**src/rtl/iob_fifo_sync_asym_if.sv**
```systemverilog
// Handshake bundle for iob_fifo_sync_asym: write/read requests, data,
// full/empty flags and occupancy level. slave = FIFO side, master = user side.
interface iob_fifo_sync_asym_if #(
  parameter int W_DATA_W = 8,
  parameter int R_DATA_W = 8,
  parameter int ADDR_W   = 4
) ();
  logic                w_en_i;
  logic [W_DATA_W-1:0] w_data_i;
  logic                w_full_o;
  logic                r_en_i;
  logic [R_DATA_W-1:0] r_data_o;
  logic                r_empty_o;
  logic [ADDR_W:0]     level_o;

  modport slave (
    input  w_en_i,
    input  w_data_i,
    output w_full_o,
    input  r_en_i,
    output r_data_o,
    output r_empty_o,
    output level_o
  );

  modport master (
    output w_en_i,
    output w_data_i,
    input  w_full_o,
    output r_en_i,
    input  r_data_o,
    input  r_empty_o,
    input  level_o
  );
endinterface

```
**src/rtl/iob_fifo_sync_asym.sv**
```systemverilog
// Single-clock FIFO with independent write/read widths over R external RAM banks.
// Ports: clk_i, rst_i (sync, active high), cke_i, fifo_if (slave handshake:
// w_en/w_data/w_full, r_en/r_data/r_empty, level), ext_mem_* bank interface.
// Optional macro IOB_FIFO_SYNC_ASYM_ERR_EN adds sticky w_overflow_o/r_underflow_o.
module iob_fifo_sync_asym #(
  parameter  int W_DATA_W  = 8,
  parameter  int R_DATA_W  = 8,
  parameter  int ADDR_W    = 4,
  localparam int MAXDATA_W = (W_DATA_W > R_DATA_W) ? W_DATA_W : R_DATA_W,
  localparam int MINDATA_W = (W_DATA_W < R_DATA_W) ? W_DATA_W : R_DATA_W,
  localparam int R         = MAXDATA_W / MINDATA_W,
  localparam int MINADDR_W = ADDR_W - $clog2(R)
) (
  input  logic                 clk_i,
  input  logic                 rst_i,
  input  logic                 cke_i,
`ifdef IOB_FIFO_SYNC_ASYM_ERR_EN
  output logic                 w_overflow_o,
  output logic                 r_underflow_o,
`endif
  iob_fifo_sync_asym_if.slave  fifo_if,
  output logic                 ext_mem_clk_o,
  output logic [R-1:0]         ext_mem_w_en_o,
  output logic [MINADDR_W-1:0] ext_mem_w_addr_o,
  output logic [MAXDATA_W-1:0] ext_mem_w_data_o,
  output logic [R-1:0]         ext_mem_r_en_o,
  output logic [MINADDR_W-1:0] ext_mem_r_addr_o,
  input  logic [MAXDATA_W-1:0] ext_mem_r_data_i
);

  localparam int SEL_W    = $clog2(R);
  localparam int W_ADDR_W =
    (W_DATA_W == MAXDATA_W) ? MINADDR_W : ADDR_W;
  localparam int R_ADDR_W =
    (R_DATA_W == MAXDATA_W) ? MINADDR_W : ADDR_W;
  localparam int W_INC    = W_DATA_W / MINDATA_W;
  localparam int R_DEC    = R_DATA_W / MINDATA_W;

  localparam logic [ADDR_W:0] W_INC_L = (ADDR_W+1)'(W_INC);
  localparam logic [ADDR_W:0] R_DEC_L = (ADDR_W+1)'(R_DEC);
  localparam logic [ADDR_W:0] FULL_TH =
    (ADDR_W+1)'((2**ADDR_W) - W_INC);
  localparam logic [W_ADDR_W:0] W_ONE = (W_ADDR_W+1)'(1);
  localparam logic [R_ADDR_W:0] R_ONE = (R_ADDR_W+1)'(1);

  logic [W_ADDR_W:0] wptr_q, wptr_d;
  logic [R_ADDR_W:0] rptr_q, rptr_d;
  logic [ADDR_W:0]   level_q, level_d;
  logic              w_full_q;
  logic              r_empty_q;
  logic              r_vld_q;
  logic              w_acc;
  logic              r_acc;
  logic [R_DATA_W-1:0] r_word;

  assign ext_mem_clk_o = clk_i;

  assign w_acc = cke_i & fifo_if.w_en_i & ~w_full_q;
  assign r_acc = cke_i & fifo_if.r_en_i & ~r_empty_q;

  // Level counts narrow units so both widths share one occupancy measure.
  always_comb begin
    wptr_d  = wptr_q;
    rptr_d  = rptr_q;
    level_d = level_q;
    if (w_acc) begin
      wptr_d  = wptr_q + W_ONE;
      level_d = level_d + W_INC_L;
    end
    if (r_acc) begin
      rptr_d  = rptr_q + R_ONE;
      level_d = level_d - R_DEC_L;
    end
  end

  always_ff @(posedge clk_i) begin
    if (rst_i) begin
      wptr_q    <= '0;
      rptr_q    <= '0;
      level_q   <= '0;
      w_full_q  <= 1'b0;
      r_empty_q <= 1'b1;
      r_vld_q   <= 1'b0;
    end else if (cke_i) begin
      wptr_q    <= wptr_d;
      rptr_q    <= rptr_d;
      level_q   <= level_d;
      w_full_q  <= level_d > FULL_TH;
      r_empty_q <= level_d < R_DEC_L;
      if (r_acc) r_vld_q <= 1'b1;
    end
  end

  // Pointer MSBs only carry wrap parity; occupancy comes from level.
  logic unused_ptr_msb;
  assign unused_ptr_msb = wptr_q[W_ADDR_W] ^ rptr_q[R_ADDR_W];

  // Write side
  if (W_DATA_W >= R_DATA_W) begin : g_w_wide
    assign ext_mem_w_en_o   = {R{w_acc}};
    assign ext_mem_w_addr_o = wptr_q[MINADDR_W-1:0];
    assign ext_mem_w_data_o = fifo_if.w_data_i;
  end else begin : g_w_narrow
    logic [SEL_W-1:0] w_sel;
    assign w_sel = wptr_q[SEL_W-1:0];
    assign ext_mem_w_en_o =
      {{(R-1){1'b0}}, w_acc} << w_sel;
    assign ext_mem_w_addr_o = wptr_q[ADDR_W-1:SEL_W];
    // Replicate so whichever bank is enabled sees the byte.
    assign ext_mem_w_data_o = {R{fifo_if.w_data_i}};
  end

  // Read side
  if (R_DATA_W >= W_DATA_W) begin : g_r_wide
    assign ext_mem_r_en_o   = {R{r_acc}};
    assign ext_mem_r_addr_o = rptr_q[MINADDR_W-1:0];
    assign r_word           = ext_mem_r_data_i;
  end else begin : g_r_narrow
    logic [SEL_W-1:0] r_sel;
    logic [SEL_W-1:0] sel_q;
    assign r_sel = rptr_q[SEL_W-1:0];
    assign ext_mem_r_en_o =
      {{(R-1){1'b0}}, r_acc} << r_sel;
    assign ext_mem_r_addr_o = rptr_q[ADDR_W-1:SEL_W];

    // Bank select follows the RAM's registered read by one edge.
    always_ff @(posedge clk_i) begin
      if (rst_i) sel_q <= '0;
      else if (r_acc) sel_q <= r_sel;
    end

    always_comb begin
      r_word = '0;
      for (int p = 0; p < R; p++) begin
        if (sel_q == SEL_W'(p))
          r_word = ext_mem_r_data_i[p*MINDATA_W +: MINDATA_W];
      end
    end
  end

  // RAM output register is not reset; mask it until a read lands.
  assign fifo_if.r_data_o  = r_vld_q ? r_word : '0;
  assign fifo_if.w_full_o  = w_full_q;
  assign fifo_if.r_empty_o = r_empty_q;
  assign fifo_if.level_o   = level_q;

`ifdef IOB_FIFO_SYNC_ASYM_ERR_EN
  logic w_ovf_q;
  logic r_unf_q;

  always_ff @(posedge clk_i) begin
    if (rst_i) begin
      w_ovf_q <= 1'b0;
      r_unf_q <= 1'b0;
    end else if (cke_i) begin
      if (fifo_if.w_en_i & w_full_q) w_ovf_q <= 1'b1;
      if (fifo_if.r_en_i & r_empty_q) r_unf_q <= 1'b1;
    end
  end

  assign w_overflow_o  = w_ovf_q;
  assign r_underflow_o = r_unf_q;
`else
  // error flags compiled out
`endif

endmodule

```
**src/flat_wrapper.sv**
```systemverilog
// flat-port wrapper written by rule: the top's interface ports become plain ports
module iob_fifo_sync_asym_flat 
#(
  parameter  int W_DATA_W  = 8,
  parameter  int R_DATA_W  = 8,
  parameter  int ADDR_W    = 4,
  localparam int MAXDATA_W = (W_DATA_W > R_DATA_W) ? W_DATA_W : R_DATA_W,
  localparam int MINDATA_W = (W_DATA_W < R_DATA_W) ? W_DATA_W : R_DATA_W,
  localparam int R         = MAXDATA_W / MINDATA_W,
  localparam int MINADDR_W = ADDR_W - $clog2(R)
)
  (clk_i, rst_i, cke_i, ext_mem_clk_o, ext_mem_w_en_o, ext_mem_w_addr_o, ext_mem_w_data_o, ext_mem_r_en_o, ext_mem_r_addr_o, ext_mem_r_data_i, fifo_if_w_en_i, fifo_if_w_data_i, fifo_if_w_full_o, fifo_if_r_en_i, fifo_if_r_data_o, fifo_if_r_empty_o, fifo_if_level_o);
  iob_fifo_sync_asym_if #(.W_DATA_W(W_DATA_W), .R_DATA_W(R_DATA_W), .ADDR_W(ADDR_W)) fifo_if_i ();
  input  logic clk_i;
  input  logic rst_i;
  input  logic cke_i;
  output logic ext_mem_clk_o;
  output logic [R-1:0] ext_mem_w_en_o;
  output logic [MINADDR_W-1:0] ext_mem_w_addr_o;
  output logic [MAXDATA_W-1:0] ext_mem_w_data_o;
  output logic [R-1:0] ext_mem_r_en_o;
  output logic [MINADDR_W-1:0] ext_mem_r_addr_o;
  input  logic [MAXDATA_W-1:0] ext_mem_r_data_i;
  input wire logic [$bits(fifo_if_i.w_en_i)-1:0] fifo_if_w_en_i;
  input wire logic [$bits(fifo_if_i.w_data_i)-1:0] fifo_if_w_data_i;
  output wire logic [$bits(fifo_if_i.w_full_o)-1:0] fifo_if_w_full_o;
  input wire logic [$bits(fifo_if_i.r_en_i)-1:0] fifo_if_r_en_i;
  output wire logic [$bits(fifo_if_i.r_data_o)-1:0] fifo_if_r_data_o;
  output wire logic [$bits(fifo_if_i.r_empty_o)-1:0] fifo_if_r_empty_o;
  output wire logic [$bits(fifo_if_i.level_o)-1:0] fifo_if_level_o;
  assign fifo_if_i.w_en_i = fifo_if_w_en_i;
  assign fifo_if_i.w_data_i = fifo_if_w_data_i;
  assign fifo_if_w_full_o = fifo_if_i.w_full_o;
  assign fifo_if_i.r_en_i = fifo_if_r_en_i;
  assign fifo_if_r_data_o = fifo_if_i.r_data_o;
  assign fifo_if_r_empty_o = fifo_if_i.r_empty_o;
  assign fifo_if_level_o = fifo_if_i.level_o;
  iob_fifo_sync_asym #(.W_DATA_W(W_DATA_W), .R_DATA_W(R_DATA_W), .ADDR_W(ADDR_W)) u_core (.clk_i(clk_i), .rst_i(rst_i), .cke_i(cke_i), .fifo_if(fifo_if_i), .ext_mem_clk_o(ext_mem_clk_o), .ext_mem_w_en_o(ext_mem_w_en_o), .ext_mem_w_addr_o(ext_mem_w_addr_o), .ext_mem_w_data_o(ext_mem_w_data_o), .ext_mem_r_en_o(ext_mem_r_en_o), .ext_mem_r_addr_o(ext_mem_r_addr_o), .ext_mem_r_data_i(ext_mem_r_data_i));
endmodule
```
**config.mk**
```make
export PLATFORM = sky130hd
export DESIGN_NAME = iob_fifo_sync_asym_flat
export DESIGN_NICKNAME = d
export VERILOG_FILES = /design/src/rtl/iob_fifo_sync_asym_if.sv /design/src/rtl/iob_fifo_sync_asym.sv /design/src/flat_wrapper.sv
export SDC_FILE = /design/constraint.sdc
export NUM_CORES = 1
export LEC_CHECK = 0
export CAP_MARGIN = 10
export CORE_MARGIN = 5
export CORE_UTILIZATION = 60
export CTS_BUF_LIST = sky130_fd_sc_hd__clkbuf_2 sky130_fd_sc_hd__clkbuf_4 sky130_fd_sc_hd__clkbuf_8
export DETAILED_ROUTE_END_ITERATION = 10
export DONT_BUFFER_PORTS = 1
export GPL_TIMING_DRIVEN = 0
export PLACE_DENSITY = 0.83
export SKIP_LAST_GASP = 1
export SLEW_MARGIN = 30
export SYNTH_ARGS = -nofsm -noshare
export SYNTH_HDL_FRONTEND = slang
export SYNTH_SLANG_ARGS = --single-unit
export TNS_END_PERCENT = 30
```
**constraint.sdc**
```tcl
create_clock -name clk_i -period 2.9 [get_ports clk_i]
set_input_delay 0.58 -clock clk_i [delete_from_list [all_inputs] [get_ports clk_i]]
set_output_delay 0.58 -clock clk_i [all_outputs]
set_load 0.005 [all_outputs]
```
Word level (Yosys, flattened, before mapping)
Index checks and enable logic that the tools add are counted.
W data, S select, Z words.
- $add $sub $neg: 4
- $lt $le $gt $ge: 2
- multiplexer cells: 3
- bitwise logic cells: 6
- reductions and logical operators: 2
- operator list (operator ; count):
    $add A5 B1 Y5 const B ; 3
    $mux W5 ; 2
    $mux W8 ; 1
    $gt A5 B4 Y1 const B ; 1
    $lt A5 B1 Y1 const B ; 1
    $sub A5 B1 Y5 const B ; 1
    $and A1 B1 Y1 ; 4
    $reduce_and A2 Y1 ; 2
    $not A1 Y1 ; 2
- register bits after elaboration: 18
- input port bits: 21
- output and inout bits: 34
- logic and storage cells: 23

Logic depth before layout (Yosys ltp)
- depth after elaboration: 6
- mapped depth: 7
- gate-level depth less buffers: 7

==> metrics.log <==
INFO  metric combinational_cell_fraction_of_total_power = 16.3%
INFO  metric grt_first_pass_wirelength = 3370 µm
INFO  metric initialDrtViolationCount = 9
INFO  metric wl_per_cell = 15.8 µm
INFO  metric synth_enable_flop_cells = 0
INFO  metric timing.critical_path.required = approximately 2.3 ns
INFO  metric worst-setup-path-type = clk2out
INFO  metric power.static_leakage = 0.449 nW
INFO  metric max-slew-margin-rel = between 60 and 70%
INFO  metric timing_max_transition_violations_final = 0
INFO  metric synthToLayoutAreaGrowth = 8.26%
INFO  metric cts_resized = 0
INFO  metric postSynth.asyncResetShare = 0%
INFO  metric run_status = finished clean
INFO  metric post-dp-hpwl = 1590 µm
INFO  metric pwr_density_cell = approximately 560 nW/µm²
INFO  metric routabilityCongestion = 0.781
INFO  metric core_area = around 1500 µm²
INFO  metric global_route.usage.total = between 10% and 20%
INFO  metric number_of_rows_in_the_core_area = 14
INFO  metric vias_in_the_first_global_route = 794
INFO  metric timing.hold.ws = 0.351 ns
INFO  metric hold_buffers = 0
INFO  metric yosys_warnings = 0
INFO  metric hold_path_class = in2reg
INFO  metric antenna_found_initial = 0
INFO  metric mappedNetlistNets = 132
INFO  metric synth_cell_types = 30
INFO  metric synth_seq_area_share = between 30% and 40%
INFO  metric die_width = 49.9 µm
INFO  metric clk_pin_slew_worst_paths = 0.11 ns
INFO  metric port_buffer_count = 0
INFO  metric die_area = 2490 µm²
INFO  metric ys_seq_elements = 16
INFO  metric power.share.switching = 27.8%
INFO  metric power = between 0.5 and 0.6 mW
INFO  metric dr.pass1.iters = 4
INFO  metric post_synth_instance_area = 955 µm²
INFO  metric worst_ep_arrival_time = 1.80 ns
INFO  metric fin_skew = 0.0136 ns
INFO  metric share_clk_of_total_power = 40.7%
INFO  metric post_drt_antenna_nets = 0
INFO  metric drive_above_1_share = 19.3%
INFO  metric worst_skew_pair.late_latency = around 0.4 ns
INFO  metric critical_path.startpoint_type = clock port
INFO  metric final_util = between 60% and 70%
INFO  metric insertedDiodeCount = 0
INFO  metric via_count = slightly below 800
INFO  metric tightest_slew = 0.529 ns
INFO  metric total_routed_wirelength = 2060 µm
INFO  metric max_cap_viols = 0
INFO  metric finalHoldViolCount = 0
INFO  metric setup_total_negative_slack = 0 ns
INFO  metric postSynthCellCount = 107
INFO  metric grt_start_max_net_pins = 11
INFO  metric ys.flop_type = sky130_fd_sc_hd__dfxtp_1
INFO  metric grt-ovfl-total = 0
INFO  metric postCtsSetupBuffers = 0
INFO  metric cp-end-kind = primary output
INFO  metric layout_common_cells = sky130_fd_sc_hd__dfxtp_1, sky130_fd_sc_hd__nor2_1, sky130_fd_sc_hd__xor2_1
INFO  metric tritoncts = built
INFO  metric report.final.setup_viol = 0
INFO  metric cell_internal_pwr = between 0.4 and 0.5 mW
INFO  metric path_max_fanout = 2
INFO  metric peakVddDrop = 0.000287 V
INFO  metric die_y = 49.9 µm
INFO  metric top_level_ports = 55
INFO  metric remaining_drc_errors = 0
INFO  metric routed_via_density = approximately 6
INFO  metric power.sequential.fraction = 43.0%
INFO  metric postSynthAreaPerCell = 8.92 µm²
INFO  metric final_common_cell = sky130_fd_sc_hd__dfxtp_1
INFO  metric layout_nets = 140
INFO  metric switching_power = approximately 0.16 mW
INFO  metric rsz_0062_raised_after_global_routing = false
INFO  metric initial_core_util = 63.4%
==> worst paths after layout <==
check / from / end / slack, ns / depth (start not counted)
setup / recovery: clk_i / ext_mem_clk_o / 0.52 / 3
hold reg to reg: u_core.wptr_q[1] / u_core.wptr_q[1] / 0.52 / 2
hold / removal: cke_i / u_core.fifo_if.r_empty_o / 0.35 / 2
setup reg to reg: u_core.fifo_if.level_o[0] / u_core.fifo_if.level_o[4] / 0.78 / 7
==> stage by stage <==
step | setup WS [ns] | instance area (µm²) | cells
2_1_floorplan | 0.759 | 955 | 107
3_3_place_gp | 0.759 | 975 | 123
3_5_place_dp | 0.759 | 975 | 123
4_1_cts | 0.511 | 1030 | 130
5_1_grt | 0.497 | 1030 | 130
6_report | 0.518 | 1030 | 130
==> flip-flops by register name, summed over array words and instances (netlist names) <==
signal / flops
u_core.fifo_if.level_o: 5
u_core.fifo_if.r_empty_o: 1
u_core.r_vld_q: 1
u_core.wptr_q: 4
u_core.fifo_if.w_full_o: 1
u_core.rptr_q: 4
==> cells by family (layout without fill, tap and decap cells) <==
kind of cell | count (synthesis) | count (layout) | share of synthesized area [%]
compound gates | 7 | 7 | 5.64
xor+xnor | 17 | 17 | 15.6
fa+ha+maj | 4 | 4 | 5.24
buf+inv | 14 | 21 | 9.17
flops | 16 | 16 | 33.6
mux | 2 | 2 | 2.10
simple gates | 47 | 47 | 28.7
==> power groups by stage <==
stage                     clock network, mW  registers (mW)  logic [mW]
after CTS                             0.240           0.248      0.0950
after global placement               0.0224           0.253      0.0904
after floorplan                      0.0224           0.249      0.0806
after detailed placement             0.0224           0.253      0.0939
after global routing                  0.261           0.251       0.105
final                                 0.235           0.248      0.0944
==> Yosys cell counts, types with 2 or more instances <==
library cell / instances / area (µm²)
sky130_fd_sc_hd__ha_1: 4 / 50.1
sky130_fd_sc_hd__inv_1: 2 / 7.51
sky130_fd_sc_hd__nand3_1: 2 / 10.0
sky130_fd_sc_hd__xnor2_1: 7 / 61.3
sky130_fd_sc_hd__buf_4: 9 / 67.6
sky130_fd_sc_hd__nor2_1: 14 / 52.6
sky130_fd_sc_hd__nor2b_1: 4 / 25.0
sky130_fd_sc_hd__nand2_1: 6 / 22.5
sky130_fd_sc_hd__and2_1: 9 / 56.3
sky130_fd_sc_hd__a21oi_1: 2 / 10.0
sky130_fd_sc_hd__xor2_1: 10 / 87.6
sky130_fd_sc_hd__mux2i_1: 2 / 20.0
sky130_fd_sc_hd__dfxtp_1: 16 / 320
sky130_fd_sc_hd__nand4_1: 4 / 25.0
==> metal layers <==
metal	GRT usage, %	wire length (µm)	up-vias
met3	9.34	318	6
met4	13.5	51	0
met2	28.2	967	54
met5	0	0	-
li1	-	-	360
met1	17.3	722	353
==> final cells by class <==
class,instances,area (µm²)
multi-input cells,77,547
fillers,125,473
flip-flops and latches,16,320
plain buffers,12,80.1
clock buffers,7,58.8
well taps,16,20.0
inverters,2,7.51
==> critical path, stage by stage <==
cell                       delay, ns
sky130_fd_sc_hd__clkbuf_4       0.11
sky130_fd_sc_hd__clkbuf_4       0.12
sky130_fd_sc_hd__buf_4          0.12
Note: power is estimated with default switching activity, not from simulation.
